[src/rtl/msrv32_store_unit_pkg.sv]
// Shared definitions for the store unit: FSM states, store size codes and AHB HTRANS codes.
package msrv32_store_unit_pkg;

  typedef enum logic [1:0] {
    ST_IDLE = 2'b00,
    ST_ADDR = 2'b01,
    ST_DATA = 2'b10
  } store_state_t;

  typedef enum logic [1:0] {
    SZ_SB = 2'b00,
    SZ_SH = 2'b01,
    SZ_SW = 2'b10
  } store_size_t;

  typedef enum logic [1:0] {
    HTRANS_IDLE   = 2'b00,
    HTRANS_NONSEQ = 2'b10
  } htrans_t;

  // Size code 2'b11 falls through to the word rule.
  function automatic logic store_misaligned(input logic [1:0] size, input logic [1:0] lsb);
    case (size)
      SZ_SB:   return 1'b0;
      SZ_SH:   return lsb[0];
      default: return (lsb != 2'b00);
    endcase
  endfunction

endpackage

[src/rtl/msrv32_store_unit_align.sv]
// Combinational lane steering: replicates store data across byte lanes and builds the write mask.
module msrv32_store_align
  import msrv32_store_unit_pkg::*;
(
  input  logic [1:0]  store_size_in,
  input  logic [1:0]  addr_lsb_in,
  input  logic [31:0] rs2_in,
  output logic [31:0] lane_data_out,
  output logic [3:0]  wr_mask_out,
  output logic        misaligned_out
);

  always_comb begin
    lane_data_out  = '0;
    wr_mask_out    = '0;
    misaligned_out = store_misaligned(store_size_in, addr_lsb_in);
    case (store_size_in)
      SZ_SB: begin
        lane_data_out = {4{rs2_in[7:0]}};
        wr_mask_out   = 4'b0001 << addr_lsb_in;
      end
      SZ_SH: begin
        lane_data_out = {2{rs2_in[15:0]}};
        wr_mask_out   = addr_lsb_in[1] ? 4'b1100 : 4'b0011;
      end
      default: begin
        lane_data_out = rs2_in;
        wr_mask_out   = 4'b1111;
      end
    endcase
  end

endmodule

[src/rtl/msrv32_store_unit.sv]
// Store unit: turns an execute-stage store into a single AHB write (address phase, data phase).
module msrv32_store_unit
  import msrv32_store_unit_pkg::*;
(
  input  logic        ms_riscv32_mp_clk_in,
  input  logic        ms_riscv32_mp_rst_in,
  input  logic        mem_wr_req_in,
  input  logic [1:0]  store_size_in,
  input  logic [31:0] iadder_in,
  input  logic [31:0] rs2_in,
  input  logic        ahb_ready_in,
  input  logic        ahb_resp_in,
  output logic [31:0] ms_riscv32_mp_dmaddr_out,
  output logic [31:0] ms_riscv32_mp_dmdata_out,
  output logic [3:0]  ms_riscv32_mp_dmwr_mask_out,
  output logic        ms_riscv32_mp_dmwr_req_out,
  output logic [1:0]  ahb_htrans_out,
  output logic        stall_out,
  output logic        st_done_out,
  output logic        st_err_out,
  output logic        st_misaligned_out
);

  store_state_t r_state;
  htrans_t      r_htrans;
  logic [31:0]  r_addr;
  logic [31:0]  r_data;
  logic [3:0]   r_mask;
  logic         r_wr_req;
  logic         r_done;
  logic         r_err;
  logic         r_misaligned;

  logic [31:0]  w_lane_data;
  logic [3:0]   w_mask;
  logic         w_misaligned;
  logic         w_accept;

  msrv32_store_align u_align (
    .store_size_in  (store_size_in),
    .addr_lsb_in    (iadder_in[1:0]),
    .rs2_in         (rs2_in),
    .lane_data_out  (w_lane_data),
    .wr_mask_out    (w_mask),
    .misaligned_out (w_misaligned)
  );

  assign w_accept = (r_state == ST_IDLE) && mem_wr_req_in && !w_misaligned;

  // Stall rises combinationally in the request cycle so the pipeline holds before the FSM leaves IDLE.
  assign stall_out = !ms_riscv32_mp_rst_in && ((r_state != ST_IDLE) || w_accept);

  always_ff @(posedge ms_riscv32_mp_clk_in or posedge ms_riscv32_mp_rst_in) begin
    if (ms_riscv32_mp_rst_in) begin
      r_state      <= ST_IDLE;
      r_htrans     <= HTRANS_IDLE;
      r_addr       <= '0;
      r_data       <= '0;
      r_mask       <= '0;
      r_wr_req     <= 1'b0;
      r_done       <= 1'b0;
      r_err        <= 1'b0;
      r_misaligned <= 1'b0;
    end else begin
      r_done       <= 1'b0;
      r_err        <= 1'b0;
      r_misaligned <= 1'b0;
      case (r_state)
        ST_IDLE: begin
          if (mem_wr_req_in) begin
            if (w_misaligned) begin
              r_misaligned <= 1'b1;
            end else begin
              r_addr   <= {iadder_in[31:2], 2'b00};
              r_data   <= w_lane_data;
              r_mask   <= w_mask;
              r_wr_req <= 1'b1;
              r_htrans <= HTRANS_NONSEQ;
              r_state  <= ST_ADDR;
            end
          end
        end
        ST_ADDR: begin
          if (ahb_ready_in) begin
            r_wr_req <= 1'b0;
            r_htrans <= HTRANS_IDLE;
            r_state  <= ST_DATA;
          end
        end
        ST_DATA: begin
          if (ahb_ready_in) begin
            if (ahb_resp_in) r_err <= 1'b1;
            else             r_done <= 1'b1;
            r_state <= ST_IDLE;
          end
        end
        default: begin
          r_state  <= ST_IDLE;
          r_wr_req <= 1'b0;
          r_htrans <= HTRANS_IDLE;
        end
      endcase
    end
  end

  assign ms_riscv32_mp_dmaddr_out    = r_addr;
  assign ms_riscv32_mp_dmdata_out    = r_data;
  assign ms_riscv32_mp_dmwr_mask_out = r_mask;
  assign ms_riscv32_mp_dmwr_req_out  = r_wr_req;
  assign ahb_htrans_out              = r_htrans;
  assign st_done_out                 = r_done;
  assign st_err_out                  = r_err;
  assign st_misaligned_out           = r_misaligned;

endmodule

[config.mk]
export PLATFORM = sky130hd
export DESIGN_NAME = msrv32_store_unit
export DESIGN_NICKNAME = d
export VERILOG_FILES = /design/src/rtl/msrv32_store_unit_pkg.sv /design/src/rtl/msrv32_store_unit_align.sv /design/src/rtl/msrv32_store_unit.sv
export SDC_FILE = /design/constraint.sdc
export NUM_CORES = 1
export LEC_CHECK = 0
export BUFFER_PORTS_ARGS = -buffer_cell sky130_fd_sc_hd__buf_2
export CORE_MARGIN = 2
export CORE_UTILIZATION = 33
export CTS_CLUSTER_SIZE = 28
export DETAILED_ROUTE_END_ITERATION = 8
export PLACE_DENSITY = 0.62
export SKIP_LAST_GASP = 1
export SYNTH_ARGS = -nofsm -noshare
export SYNTH_HDL_FRONTEND = slang
export SYNTH_SLANG_ARGS = --single-unit
export TNS_END_PERCENT = 1
[constraint.sdc]
create_clock -name ms_riscv32_mp_clk_in -period 2.4 [get_ports ms_riscv32_mp_clk_in]
set_input_delay 0.24 -clock ms_riscv32_mp_clk_in [delete_from_list [all_inputs] [get_ports ms_riscv32_mp_clk_in]]
set_output_delay 0.24 -clock ms_riscv32_mp_clk_in [all_outputs]
set_load 0.02 [all_outputs]
==> reports/metrics.yaml <==
path_buf_inv: 1
netlist_area_um2: 3480
synthXorXnorAreaFrac: 0.00503
diodes: 0
cp-start-kind: "flip-flop"
gp_congestion: 0.765
setup_viol: 0
power.density_nw_per_um2: 1180
r2r_cells: 4
synthTopCellsByArea: "dfrtp_1 (52%), mux2_4 (25%), mux2_2 (6.5%), buf_12 (3.5%), mux2i_1 (2.3%)"
cp.required_ns: 2.62
wl_met3_um: 468
synth-edff-count: 0
clk_latency_ns: 0.34
die_h_um: 107
synth_compound_area_frac: 0.0435
fin_skew_ns: 0.00640
cp.depth: 4
synthArstFlopShare: 1.00
grt_pass1_wl_um: 12000
maxCapViolCount: 0
hold_viol_final: 0
p_leak_nw: 2.31
clock-root-buffer: "clkbuf_8"
grt_overflow: 0
synth_top_family_by_area: "multiplexers"
port_buffers: 142
ys_ff_latch: 72
synth_area_leader_cell: "dfrtp_1"
num_vias: 2312
antenna_found_initial: 0
syn_to_final_growth_pct: 25.7
met2_length_um: 3490
final.period_utilization: 0.845
hp-class: "primary input to async pin"
period_needed_ns: 2.03
drive_above_1_share: 0.635
cp_slowest_cell: "or3b_1"
fin_nets: 442
drv_slew: 0
io_pins: 146
crit_arrival_ns: 2.25
dieWidth_um: 107
synth_cells: 228
design_area_um2: 4380
endpoint_kind: "flip-flop"
synth-simple-area-share: 0.0363
placeableCoreArea_um2: 10300
crit_path_max_fanout: 38
rsz0062_at_grt: "no"
cp_top_family: "simple AND/OR/NAND/NOR gates"
crit_type: "flip-flop to flip-flop"
vias_per_cell: 4.52
postSynth.topFlopCell: "dfrtp_1"
fmax_mhz: 493
postRouteAntennaNets: 0
cts_tree: "yes"
drt-total-wl_um: 7650
met1Wirelength_um: 3590
post_cts_buffers: 0
yosysWarnings: 0
wl_per_cell_um: 15.0
ctsHoldBuffers: 0
cts_buffers: 9
start_util: 0.339
synth_area_per_cell_um2: 15.3
synthAdderAreaFrac: 0
first_pass_iters: 4
drc: 0
path_clk_slew_ns: 0.07
cts_resized: 0
tightest_slew_ns: 0.733
grt_pass1_vias: 2296
worstPathCellList: "or3b_1 -> o21bai_4 -> buf_4 -> mux2_4"
yosysTopAreaCellShare: 0.518
power_mw: 5.18
clkSinkCount: 72
status: "finished, final reports clean"
max-vdd-ir-drop_mv: 0.441
cpPeakStageDelay_ns: 0.53
topRoutingLayerUsed: "met4"
die_area_um2: 11400
grt_start_max_net_pins: 42
htreeDepth: 3
drt_iter0_markers: 55
cts.path.max_buffers: 2
place_area_um2: 4230
setup_tns_ns: 0
grt.total_usage: 0.137
ys_types: 34
ys_seq_area_frac: 0.518
max_slew_margin: 0.511
synth_mux_area_frac: 0.338
whs_ns: 0.0101
rows: 37
dp_hpwl_um: 5380
synthesized netlist by cell type, drive strengths merged, types with 2 or more instances:
library cell	count
mux2	78
dfrtp	72
buf	14
nand2	13
o21ai	11
mux2i	8
clkbuf	4
nor2	4
a211o	2
a21oi	2
nor3	2
cell families after synthesis:
group | after synthesis
DFF | 72
xor gates and xnor gates | 2
buffers and inverters | 19
muxes | 86
AOI/OAI and AO/OA | 22
and+or+nand+nor | 26
other | 1
per-layer routing:
metal,vias up,GRT usage
met2,78,0.208
met1,1150,0.181
met3,8,0.0468
met4,0,0.0519
met5,-,0
li1,1076,-
cells in the final DEF, fill, tap and decap left out, types with 2 or more instances in the layout:
cell type / count
conb_1: 3
mux2_4: 58
nor3_1: 2
clkbuf_8: 9
buf_4: 5
clkbuf_1: 5
o21ai_0: 11
dfrtp_1: 72
nand2_1: 13
nor2_1: 4
mux2_2: 20
clkinv_2: 2
mux2i_1: 8
buf_2: 142
a21oi_1: 2
a211o_1: 2
per-stage QoR:
stage / util / setup WS, ns / std cells
3_5_place_dp: 0.411 / 0.372 / 496
5_1_grt: 0.426 / 0.284 / 511
3_3_place_gp: 0.411 / 0.412 / 496
6_report: 0.426 / 0.372 / 511
2_1_floorplan: - / 0.335 / 230
4_1_cts: 0.426 / 0.366 / 511
registers in the layout, indices dropped and copies added (netlist names):
| signal | cells |
|---|---|
| ms_riscv32_mp_dmaddr_out | 30 |
| ahb_htrans_out | 1 |
| ms_riscv32_mp_dmwr_mask_out | 4 |
| st_err_out | 1 |
| st_done_out | 1 |
| r_state | 2 |
| st_misaligned_out | 1 |
| ms_riscv32_mp_dmdata_out | 32 |
area by class of cell:
| type | count | area, µm² |
|---|---|---|
| Inverter | 1 | 5.00 |
| Clock inverter | 1 | 5.00 |
| Clock buffer | 14 | 143 |
| Timing Repair Buffer | 148 | 768 |
| Multi-Input combinational cell | 139 | 1480 |
| Fill cell | 995 | 5900 |
| Tap cell | 136 | 170 |
| Sequential cell | 72 | 1800 |
worst paths after layout:
kind / startpoint / endpoint / slack (ns)
worst min register to register: ms_riscv32_mp_dmwr_mask_out[2] / ms_riscv32_mp_dmwr_mask_out[2] / 0.48
max in group asynchronous: ms_riscv32_mp_rst_in / ms_riscv32_mp_dmdata_out[24] / 1.77
worst min-delay path: ms_riscv32_mp_rst_in / ms_riscv32_mp_dmdata_out[7] / 0.01
worst max register to register: r_state[0] / ms_riscv32_mp_dmaddr_out[10] / 0.37
worst max-delay path: r_state[0] / ms_riscv32_mp_dmaddr_out[10] / 0.37
min in group ms_riscv32_mp_clk_in: ahb_resp_in / st_done_out / 0.08
power breakdown:
part | internal [mW] | leakage, nW | total (mW) | switching [mW]
clock network | 0.371 | 0.0745 | 0.790 | 0.420
registers | 1.74 | 0.854 | 2.04 | 0.295
logic | 1.13 | 1.38 | 2.35 | 1.22
Power figures use the tool's default switching activity.
